<file path="config.mk">
export PLATFORM = sky130hd
export DESIGN_NAME = instr_encoder
export DESIGN_NICKNAME = d
export VERILOG_FILES = /design/src/rtl/instr_encoder_pkg.sv /design/src/rtl/instr_encoder_pack.sv /design/src/rtl/instr_encoder.sv
export SDC_FILE = /design/constraint.sdc
export NUM_CORES = 1
export LEC_CHECK = 0
export CAP_MARGIN = 0
export CELL_PAD_IN_SITES_DETAIL_PLACEMENT = 1
export CELL_PAD_IN_SITES_GLOBAL_PLACEMENT = 1
export CORE_MARGIN = 8
export CORE_UTILIZATION = 34
export DETAILED_ROUTE_END_ITERATION = 6
export GPL_ROUTABILITY_DRIVEN = 1
export GPL_TIMING_DRIVEN = 0
export PLACE_DENSITY = 0.8
export SLEW_MARGIN = 20
export SYNTH_ARGS = -nofsm -noshare
export SYNTH_HDL_FRONTEND = slang
export SYNTH_HIERARCHICAL = 1
export SYNTH_SLANG_ARGS = --single-unit
</file>
<file path="constraint.sdc">
create_clock -name clk -period 2.8 [get_ports clk]
set_input_delay 0.42 -clock clk [delete_from_list [all_inputs] [get_ports clk]]
set_output_delay 0.42 -clock clk [all_outputs]
set_load 0.005 [all_outputs]
</file>
<file path="src/rtl/instr_encoder_pkg.sv">
// Shared RV32I opcode constants, instruction-format codes and the S1 opcode classifier.
package instr_encoder_pkg;

  localparam logic [6:0] OP_LUI    = 7'b0110111;
  localparam logic [6:0] OP_AUIPC  = 7'b0010111;
  localparam logic [6:0] OP_JAL    = 7'b1101111;
  localparam logic [6:0] OP_JALR   = 7'b1100111;
  localparam logic [6:0] OP_BRANCH = 7'b1100011;
  localparam logic [6:0] OP_LOAD   = 7'b0000011;
  localparam logic [6:0] OP_STORE  = 7'b0100011;
  localparam logic [6:0] OP_IMM    = 7'b0010011;
  localparam logic [6:0] OP        = 7'b0110011;

  typedef enum logic [2:0] {
    FMT_R  = 3'd0,
    FMT_I  = 3'd1,
    FMT_S  = 3'd2,
    FMT_B  = 3'd3,
    FMT_U  = 3'd4,
    FMT_J  = 3'd5,
    FMT_SH = 3'd6
  } fmt_t;

  // Unknown opcodes fall back to I-type packing; the caller flags them separately.
  function automatic fmt_t classify(input logic [6:0] opcode, input logic [2:0] funct3);
    fmt_t f;
    case (opcode)
      OP_LUI, OP_AUIPC:          f = FMT_U;
      OP_JAL:                    f = FMT_J;
      OP_BRANCH:                 f = FMT_B;
      OP_STORE:                  f = FMT_S;
      OP:                        f = FMT_R;
      OP_IMM:                    f = (funct3 == 3'b001 || funct3 == 3'b101) ? FMT_SH : FMT_I;
      default:                   f = FMT_I;
    endcase
    return f;
  endfunction

  function automatic logic known_opcode(input logic [6:0] opcode);
    return opcode inside {OP_LUI, OP_AUIPC, OP_JAL, OP_JALR, OP_BRANCH,
                          OP_LOAD, OP_STORE, OP_IMM, OP};
  endfunction

endpackage

</file>
<file path="src/rtl/instr_encoder_pack.sv">
// instr_pack: combinational packer from classified fields to a 32-bit RV32I word
// plus an "immediate not representable / opcode unknown" flag.
module instr_pack
  import instr_encoder_pkg::*;
(
  input  fmt_t        fmt,
  input  logic        bad_op,
  input  logic [6:0]  opcode,
  input  logic [4:0]  rd,
  input  logic [4:0]  rs1,
  input  logic [4:0]  rs2,
  input  logic [2:0]  funct3,
  input  logic [6:0]  funct7,
  input  logic [31:0] imm,
  output logic [31:0] instr,
  output logic        err
);

  logic same_31_11, same_31_12, same_31_20;

  // An immediate fits when every bit above its top field bit equals the sign bit.
  assign same_31_11 = (&imm[31:11]) || !(|imm[31:11]);
  assign same_31_12 = (&imm[31:12]) || !(|imm[31:12]);
  assign same_31_20 = (&imm[31:20]) || !(|imm[31:20]);

  always_comb begin
    instr = '0;
    err   = 1'b0;
    case (fmt)
      FMT_R: instr = {funct7, rs2, rs1, funct3, rd, opcode};
      FMT_SH: begin
        instr = {funct7, imm[4:0], rs1, funct3, rd, opcode};
        err   = |imm[31:5];
      end
      FMT_S: begin
        instr = {imm[11:5], rs2, rs1, funct3, imm[4:0], opcode};
        err   = !same_31_11;
      end
      FMT_B: begin
        instr = {imm[12], imm[10:5], rs2, rs1, funct3, imm[4:1], imm[11], opcode};
        err   = !same_31_12 || imm[0];
      end
      FMT_U: begin
        instr = {imm[31:12], rd, opcode};
        err   = |imm[11:0];
      end
      FMT_J: begin
        instr = {imm[20], imm[10:1], imm[11], imm[19:12], rd, opcode};
        err   = !same_31_20 || imm[0];
      end
      default: begin
        instr = {imm[11:0], rs1, funct3, rd, opcode};
        err   = !same_31_11;
      end
    endcase
    if (bad_op)
      err = 1'b1;
  end

endmodule

</file>
<file path="src/rtl/instr_encoder.sv">
// Two-stage streaming RV32I encoder with valid/ready on both sides and a byte-address tag.
// Optional ENC_STATS_EN adds saturating word/error counters on the output handshake.
module instr_encoder
  import instr_encoder_pkg::*;
#(
  parameter int          ADDR_W     = 12,
  parameter int unsigned RESET_ADDR = 0
) (
  input  logic              clk,
  input  logic              rst,
  input  logic              in_valid,
  output logic              in_ready,
  input  logic [6:0]        in_opcode,
  input  logic [4:0]        in_rd,
  input  logic [4:0]        in_rs1,
  input  logic [4:0]        in_rs2,
  input  logic [2:0]        in_funct3,
  input  logic [6:0]        in_funct7,
  input  logic [31:0]       in_imm,
  input  logic              addr_load,
  input  logic [ADDR_W-1:0] addr_base,
  output logic              out_valid,
  input  logic              out_ready,
  output logic [31:0]       out_instr,
  output logic [ADDR_W-1:0] out_addr,
`ifdef ENC_STATS_EN
  output logic [15:0]       stat_words,
  output logic [15:0]       stat_errs,
`endif
  output logic              out_err
);

  logic              s1_valid_reg;
  fmt_t              s1_fmt_reg;
  logic              s1_badop_reg;
  logic [6:0]        s1_opcode_reg;
  logic [4:0]        s1_rd_reg, s1_rs1_reg, s1_rs2_reg;
  logic [2:0]        s1_funct3_reg;
  logic [6:0]        s1_funct7_reg;
  logic [31:0]       s1_imm_reg;

  logic              s2_valid_reg;
  logic [31:0]       out_instr_reg;
  logic              out_err_reg;
  logic [ADDR_W-1:0] addr_reg;

  logic              s2_ready;
  logic              out_fire;
  logic [31:0]       pack_instr;
  logic              pack_err;

  assign s2_ready  = !s2_valid_reg || out_ready;
  assign in_ready  = !s1_valid_reg || s2_ready;
  assign out_fire  = s2_valid_reg && out_ready;

  assign out_valid = s2_valid_reg;
  assign out_instr = out_instr_reg;
  assign out_err   = out_err_reg;
  assign out_addr  = addr_reg;

  instr_pack u_pack (
    .fmt    (s1_fmt_reg),
    .bad_op (s1_badop_reg),
    .opcode (s1_opcode_reg),
    .rd     (s1_rd_reg),
    .rs1    (s1_rs1_reg),
    .rs2    (s1_rs2_reg),
    .funct3 (s1_funct3_reg),
    .funct7 (s1_funct7_reg),
    .imm    (s1_imm_reg),
    .instr  (pack_instr),
    .err    (pack_err)
  );

  // S1 datapath fields are qualified by s1_valid_reg, so they carry no reset.
  always_ff @(posedge clk) begin
    if (in_ready && in_valid) begin
      s1_fmt_reg    <= classify(in_opcode, in_funct3);
      s1_badop_reg  <= !known_opcode(in_opcode);
      s1_opcode_reg <= in_opcode;
      s1_rd_reg     <= in_rd;
      s1_rs1_reg    <= in_rs1;
      s1_rs2_reg    <= in_rs2;
      s1_funct3_reg <= in_funct3;
      s1_funct7_reg <= in_funct7;
      s1_imm_reg    <= in_imm;
    end
  end

  always_ff @(posedge clk) begin
    if (rst) begin
      s1_valid_reg  <= 1'b0;
      s2_valid_reg  <= 1'b0;
      out_instr_reg <= '0;
      out_err_reg   <= 1'b0;
      addr_reg      <= ADDR_W'(RESET_ADDR);
    end else begin
      if (in_ready)
        s1_valid_reg <= in_valid;
      if (s2_ready) begin
        s2_valid_reg <= s1_valid_reg;
        if (s1_valid_reg) begin
          out_instr_reg <= pack_instr;
          out_err_reg   <= pack_err;
        end
      end
      // A load wins over the increment; the word leaving this cycle keeps the old address.
      if (addr_load)
        addr_reg <= addr_base;
      else if (out_fire)
        addr_reg <= addr_reg + ADDR_W'(4);
    end
  end

`ifdef ENC_STATS_EN
  logic [15:0] stat_words_reg, stat_errs_reg;

  always_ff @(posedge clk) begin
    if (rst) begin
      stat_words_reg <= '0;
      stat_errs_reg  <= '0;
    end else if (out_fire) begin
      if (stat_words_reg != 16'hFFFF)
        stat_words_reg <= stat_words_reg + 16'd1;
      if (out_err_reg && stat_errs_reg != 16'hFFFF)
        stat_errs_reg <= stat_errs_reg + 16'd1;
    end
  end

  assign stat_words = stat_words_reg;
  assign stat_errs  = stat_errs_reg;
`endif

endmodule
</file>
==> impl_metrics.py, run 1 <==
metrics = {
    "status": {
        "status": "finished clean",
    },
    "route": {
        "drt-initial-drc-count": 281,
        "wl_mm": 15.92,
        "drt-pass1-iter-count": 4,
        "avgRoutedWirePerCell_um": 19.89,
        "drc_errors": 0,
        "vias": 4262,
        "via_per_inst": 5.328,
        "detail-route-antenna-nets": 0,
    },
    "sta": {
        "fin_crit_sh_pct": 89.27,
        "clock_skew_ns": 0.005145,
        "slew-limit-headroom_pct": 63.32,
        "hold_violations": 0,
        "maxSlewViolCount": 0,
        "holdWs_ns": 0.4447,
        "fmax_mhz": 400.1,
        "rsz0062_at_grt": "false",
        "finalSetupViolCount": 0,
        "worst_pin_slew_ns": 0.5502,
        "fin_crit_ns": 2.499,
    },
    "placement": {
        "port_buffers": 125,
        "placed_area_mm2": 0.006497,
        "gp_congestion": 0.8654,
        "place_hpwl_mm": 12.12,
        "dp.cells": 768,
    },
    "floorplanning": {
        "initial_utilization_pct": 34.62,
        "die_h_um": 137.2,
        "core.rowCount": 44,
        "core_mm2": 0.01442,
        "die_area_mm2": 0.01882,
        "die_x_um": 137.2,
        "io_pins": 128,
    },
    "grt": {
        "grt_max_degree": 37,
        "antenna_found_initial": 0,
        "grt_pass1_wl_mm": 24.85,
        "grt_use_total_pct": 17.26,
        "grt_overflow": 0,
        "first_global_vias": 4654,
    },
    "critical_path": {
        "r2r_cells": 7,
        "r2r-start": "s1_imm_reg[29]",
        "path_class": "in -> out",
        "reg2reg_to": "out_err",
        "end_kind": "primary output",
        "cp_data_arrival_time_ns": 2.08,
        "ff2ff_setup_slack_ns": 0.83,
        "cp.required_ns": 2.38,
        "critPathCapture": "in_ready",
        "cp-startpoint": "out_ready",
        "startpoint_type": "input port",
        "cp_max_fo": 8,
    },
    "power_and_ir_drop": {
        "p_leak_nw": 2.410,
        "powerDensity_mw_per_mm2": 633.4,
        "power_w": 0.004465,
        "vdd_drop_max_uv": 421.6,
    },
    "final_layout": {
        "layout.cells.non_filler": 800,
        "fin_area_mm2": 0.007049,
        "insertedDiodeCount": 0,
        "final_util_pct": 48.87,
        "area_delta_synth_final_pct": 41.17,
        "final_nets": 685,
        "drive_gt1_share_pct": 8.766,
    },
    "logic_synthesis": {
        "synth_nets": 540,
        "synth_edf_count": 68,
        "synth_cell_types": 51,
        "yosys_most_used_dff": "edfxtp_1",
        "yosysMostFrequentCell": "edfxtp_1",
        "synthArstFlopShare_pct": 0,
        "synth_area_mm2": 0.004994,
        "synthTopCellsByCount": "edfxtp_1 (68), a21oi_1 (48), dfxtp_1 (47)",
        "synth-warning-count": 6,
        "synth.yosys.seq_area_share_pct": 59.73,
        "yosys.area.top_type": "edfxtp_1",
        "synth-seq-cells": 115,
        "synth_area_leaders": "edfxtp_1 (41%), dfxtp_1 (19%), a21oi_1 (4.8%)",
        "synth_top_area_share_pct": 40.89,
        "syn_avg_cell_area_um2": 10.90,
        "syn_inst": 458,
    },
    "worst_hold_path": {
        "hold_path_class": "in -> reg",
    },
    "flow_run": {
        "cap_viol_max_count": 0,
    },
    "cts": {
        "cts.clk_slew.worst_paths_ns": 0.05,
        "cts_sinks": 115,
        "cts_tree": "done",
        "clk_path_buf_depth": 2,
        "cts-hold-fix-buffers": 0,
        "htreeDepth": 4,
        "cts_buffers": 17,
        "clock_latency_ns": 0.41,
        "post_cts_buffers": 0,
        "cts_repair_resize_count": 0,
        "root_buffer": "clkbuf_16",
    },
}
logic make-up (layout without fill, tap and decap cells):
kind of cell	after synthesis	count (layout)	share of synthesized area [%]
AO/OA/AOI/OAI	132	132	15.06
multiplexers	24	24	5.112
adder cells (fa/ha/maj)	1	1	0.2505
XOR/XNOR	5	5	0.8771
buffers and inverters	43	201	3.883
AND/OR/NAND/NOR	138	138	15.08
flip-flops	115	115	59.73
per-layer routing:
metal / part of all wire (%) / global-route usage (%) / vias up / wire (um)
li1: - / - / 2005 / -
met1: 41 / 19.39 / 2097 / 6469
met2: 51 / 29.79 / 128 / 8149
met3: 5.5 / 4.778 / 32 / 880
met4: 2.6 / 8.027 / 0 / 415
met5: 0 / 0 / - / 0
through the flow:
stage / setup WS, ns / TNS [ns]
3_5_place_dp: 0.2796 / 0
5_1_grt: 0.1892 / 0
6_report: 0.3006 / 0
2_1_floorplan: 0.09140 / 0
3_3_place_gp: -1.201 / -81.25
4_1_cts: 0.2677 / 0
layout make-up:
cell class | instances | area [um^2]
plain buffers | 36 | 167.7
fillers | 1572 | 7375
multi-input cells | 300 | 1819
repair buffers | 126 | 1271
clock inverters | 13 | 118.9
well taps | 184 | 230.2
flip-flops and latches | 115 | 2983
clock buffers | 19 | 432.9
inverters | 7 | 26.28
placed cells by master, fill, tap and decap left out, types with 3 or more instances in the layout:
cell type	Yosys	layout
buf_4	7	7
nor4_2	3	3
o21ai_0	40	40
a31oi_1	4	4
buf_2	5	5
nand2b_1	12	12
clkbuf_16	0	17
dfxtp_1	47	47
nor3b_1	3	3
nor2_1	24	24
nand2_1	20	20
inv_1	5	5
mux2_1	12	12
clkinv_2	0	8
a21oi_1	48	48
a311oi_1	5	5
nor2b_1	4	4
o22ai_1	5	5
nand4_1	9	9
mux2i_1	12	12
o31ai_1	6	6
a211oi_1	3	3
clkbuf_1	23	25
edfxtp_1	68	68
nand3b_1	3	3
nor4_1	6	6
xnor2_1	3	3
clkdlybuf4s50_1	0	125
nand3_1	42	42
o21ai_1	11	11
how the worst min path moves through the flow:
stage	endpoint	slack (ns)	startpoint	depth (start not counted)
after floorplan	out_instr[31]	0.47	out_instr[31]	2
after global placement	out_err	0.46	out_err	2
after detailed placement	out_instr[8]	0.48	out_instr[8]	2
after CTS	out_addr[0]	0.44	addr_load	3
after global routing	out_addr[0]	0.45	addr_load	3
final	out_addr[0]	0.44	addr_load	3
where the power goes:
part           switching (W)  internal [W]
logic               0.000213      0.000250
clock network       0.000741       0.00129
registers          0.0000740       0.00190
critical path, cell delays in order:
cell,delay (ns)
clkdlybuf4s50_1,0.54
nor2b_1,0.48
nand2_1,0.16
clkdlybuf4s50_1,0.48
Power figures use the tool's default switching activity.
==> inputs of run 2 (changes only) <==
CTS_CLUSTER_SIZE = 8   (was not set)
==> results of run 2 <==
No change in the layout: final DEF, timing and power equal those of run 1.
==> inputs of run 3 (changes only) <==
PLACE_DENSITY = not set   (was 0.8)
PLACE_DENSITY_LB_ADDON = 0.1   (was not set)
SETUP_SLACK_MARGIN = 0.02   (was not set)
==> run 3 against run 2 <==
Die area stayed put. Critical path type unchanged. Routed wire length is 5.4% lower. Clock-buffer cell count is 1 lower. Largest power group unchanged. Critical path depth stayed put. Final cell count stayed put. Critical endpoint unchanged.
==> impl_metrics.py, run 3 (synthesized netlist as in run 1, its figures left out) <==
metrics = {
    "critical_path": {
        "cp.required_ns": 2.38,
        "r2r-start": "s1_imm_reg[9]",
        "path_class": "in -> out",
        "r2r_cells": 7,
        "critPathCapture": "in_ready",
        "cp_data_arrival_time_ns": 2.15,
        "startpoint_type": "input port",
        "cp_max_fo": 8,
        "ff2ff_setup_slack_ns": 0.65,
        "reg2reg_to": "out_err",
        "end_kind": "primary output",
        "cp-startpoint": "out_ready",
    },
    "cts": {
        "cts-hold-fix-buffers": 0,
        "cts_buffers": 17,
        "cts_tree": "done",
        "post_cts_buffers": 0,
        "cts_sinks": 115,
        "htreeDepth": 4,
        "cts.clk_slew.worst_paths_ns": 0.05,
        "clk_path_buf_depth": 2,
        "cts_repair_resize_count": 0,
        "root_buffer": "clkbuf_16",
        "clock_latency_ns": 0.41,
    },
    "final_layout": {
        "layout.cells.non_filler": 800,
        "fillerInstances": 1591,
        "final_nets": 685,
        "regArea_mm2": 0.002983,
        "insertedDiodeCount": 0,
        "final_common_cell": "clkdlybuf4s50_1",
        "drive_gt1_share_pct": 8.442,
        "mostFrequentLayoutCells": "clkdlybuf4s50_1 (125), edfxtp_1 (68), a21oi_1 (48)",
        "area_delta_synth_final_pct": 42.07,
        "multi_input_area_mm2": 0.001819,
    },
    "power_and_ir_drop": {
        "p_leak_nw": 2.430,
        "powerDensity_mw_per_mm2": 651.1,
        "vdd_drop_max_uv": 597.5,
        "sw_frac_of_total_pct": 21.79,
        "p_sw_w": 0.001006,
        "seq_power_share_pct": 42.6,
        "pwr-share-comb_pct": 10.0,
        "power_frac_clock_pct": 47.4,
        "intPower_w": 0.003613,
    },
    "route": {
        "vias": 4114,
        "drt-pass1-iter-count": 4,
        "wl_mm": 15.05,
        "avgRoutedWirePerCell_um": 18.81,
        "detail-route-antenna-nets": 0,
        "drc_errors": 0,
        "drt-initial-drc-count": 238,
        "via_per_inst": 5.143,
    },
    "sta": {
        "clock_skew_ns": 0.005096,
        "worst_pin_slew_ns": 0.7595,
        "rsz0062_at_grt": "false",
        "holdWs_ns": 0.4449,
        "setup_ws_ns": 0.2342,
        "slew-limit-headroom_pct": 48.90,
        "finalSetupViolCount": 0,
        "fin_crit_sh_pct": 91.64,
        "maxSlewViolCount": 0,
        "fin_crit_ns": 2.566,
        "fmax_mhz": 389.7,
        "hold_violations": 0,
    },
    "floorplanning": {
        "die_h_um": 137.2,
        "core.rowCount": 44,
        "io_pins": 128,
        "initial_utilization_pct": 34.62,
        "die_area_mm2": 0.01882,
        "core_mm2": 0.01442,
        "die_x_um": 137.2,
    },
    "placement": {
        "pre_cts_ws_ns": 0.2286,
        "gp_congestion": 0.8119,
        "dp.cells": 768,
        "place_hpwl_mm": 11.54,
        "port_buffers": 125,
    },
    "worst_hold_path": {
        "hold_path_class": "in -> reg",
    },
    "grt": {
        "grt_use_total_pct": 16.69,
        "antenna_found_initial": 0,
        "grt_pass1_wl_mm": 23.90,
        "grt_max_degree": 40,
        "grt_overflow": 0,
        "first_global_vias": 4438,
    },
    "flow_run": {
        "cap_viol_max_count": 0,
    },
    "status": {
        "status": "finished clean",
    },
}
run 3: changes by cell type in the layout (fill, tap and decap cells not counted), sizes merged:
cell / previous run / this run
clkinvlp: 2 / 1
bufinv: 2 / 4
clkbuf: 42 / 41
run 3: layout make-up:
| type | instances | area share [%] |
|---|---|---|
| clock buffer | 18 | 6.049 |
| inverter | 7 | 0.3704 |
| timing repair buffer | 126 | 17.92 |
| multi-input combinational | 300 | 25.64 |
| tap | 184 | 3.245 |
| clock inverter | 14 | 2.363 |
| sequential | 115 | 42.05 |
| buffer | 36 | 2.363 |
run 3: worst min path at each step:
stage | start | endpoint | slack, ns | cells after the start
3_5_place_dp | out_instr[11] | out_instr[11] | 0.47 | 2
4_1_cts | addr_load | out_addr[0] | 0.44 | 3
3_3_place_gp | out_instr[31] | out_instr[31] | 0.47 | 2
5_1_grt | addr_load | out_addr[0] | 0.47 | 3
6_report | addr_load | out_addr[0] | 0.44 | 3
2_1_floorplan | out_instr[31] | out_instr[31] | 0.47 | 2
run 3: routing by layer:
layer	global-route usage [%]	up-vias	share of wire, %	wire length [um]
met5	0	-	0	0
met4	5.130	0	1.0	154
met3	5.325	12	6.0	907
met2	26.38	110	47	7008
met1	21.32	1980	46	6981
li1	-	2012	-	-
run 3: critical path: stages:
cell and delay (ns):
clkdlybuf4s50_1 0.55, nor2b_1 0.50, nand2_1 0.18, clkdlybuf4s50_1 0.49
run 3: power groups by stage:
stage / Sequential [W] / Combinational [W] / Clock [W]
2_1_floorplan: 0.00198 / 0.000192 / 0
3_3_place_gp: 0.00200 / 0.000445 / 0
3_5_place_dp: 0.00200 / 0.000464 / 0
4_1_cts: 0.00197 / 0.000468 / 0.00223
5_1_grt: 0.00198 / 0.000505 / 0.00231
6_report: 0.00197 / 0.000461 / 0.00219
run 3: through the flow:
step                      power, W  TNS, ns  cell area, um^2  utilization [%]
after floorplan           0.002177        0             4994                -
after global placement    0.002449   -83.68             6475            44.89
after detailed placement  0.002469        0             6497            45.05
after CTS                 0.004672        0             7094            49.18
after global routing      0.004792        0             7094            49.18
final                     0.004619        0             7094            49.18
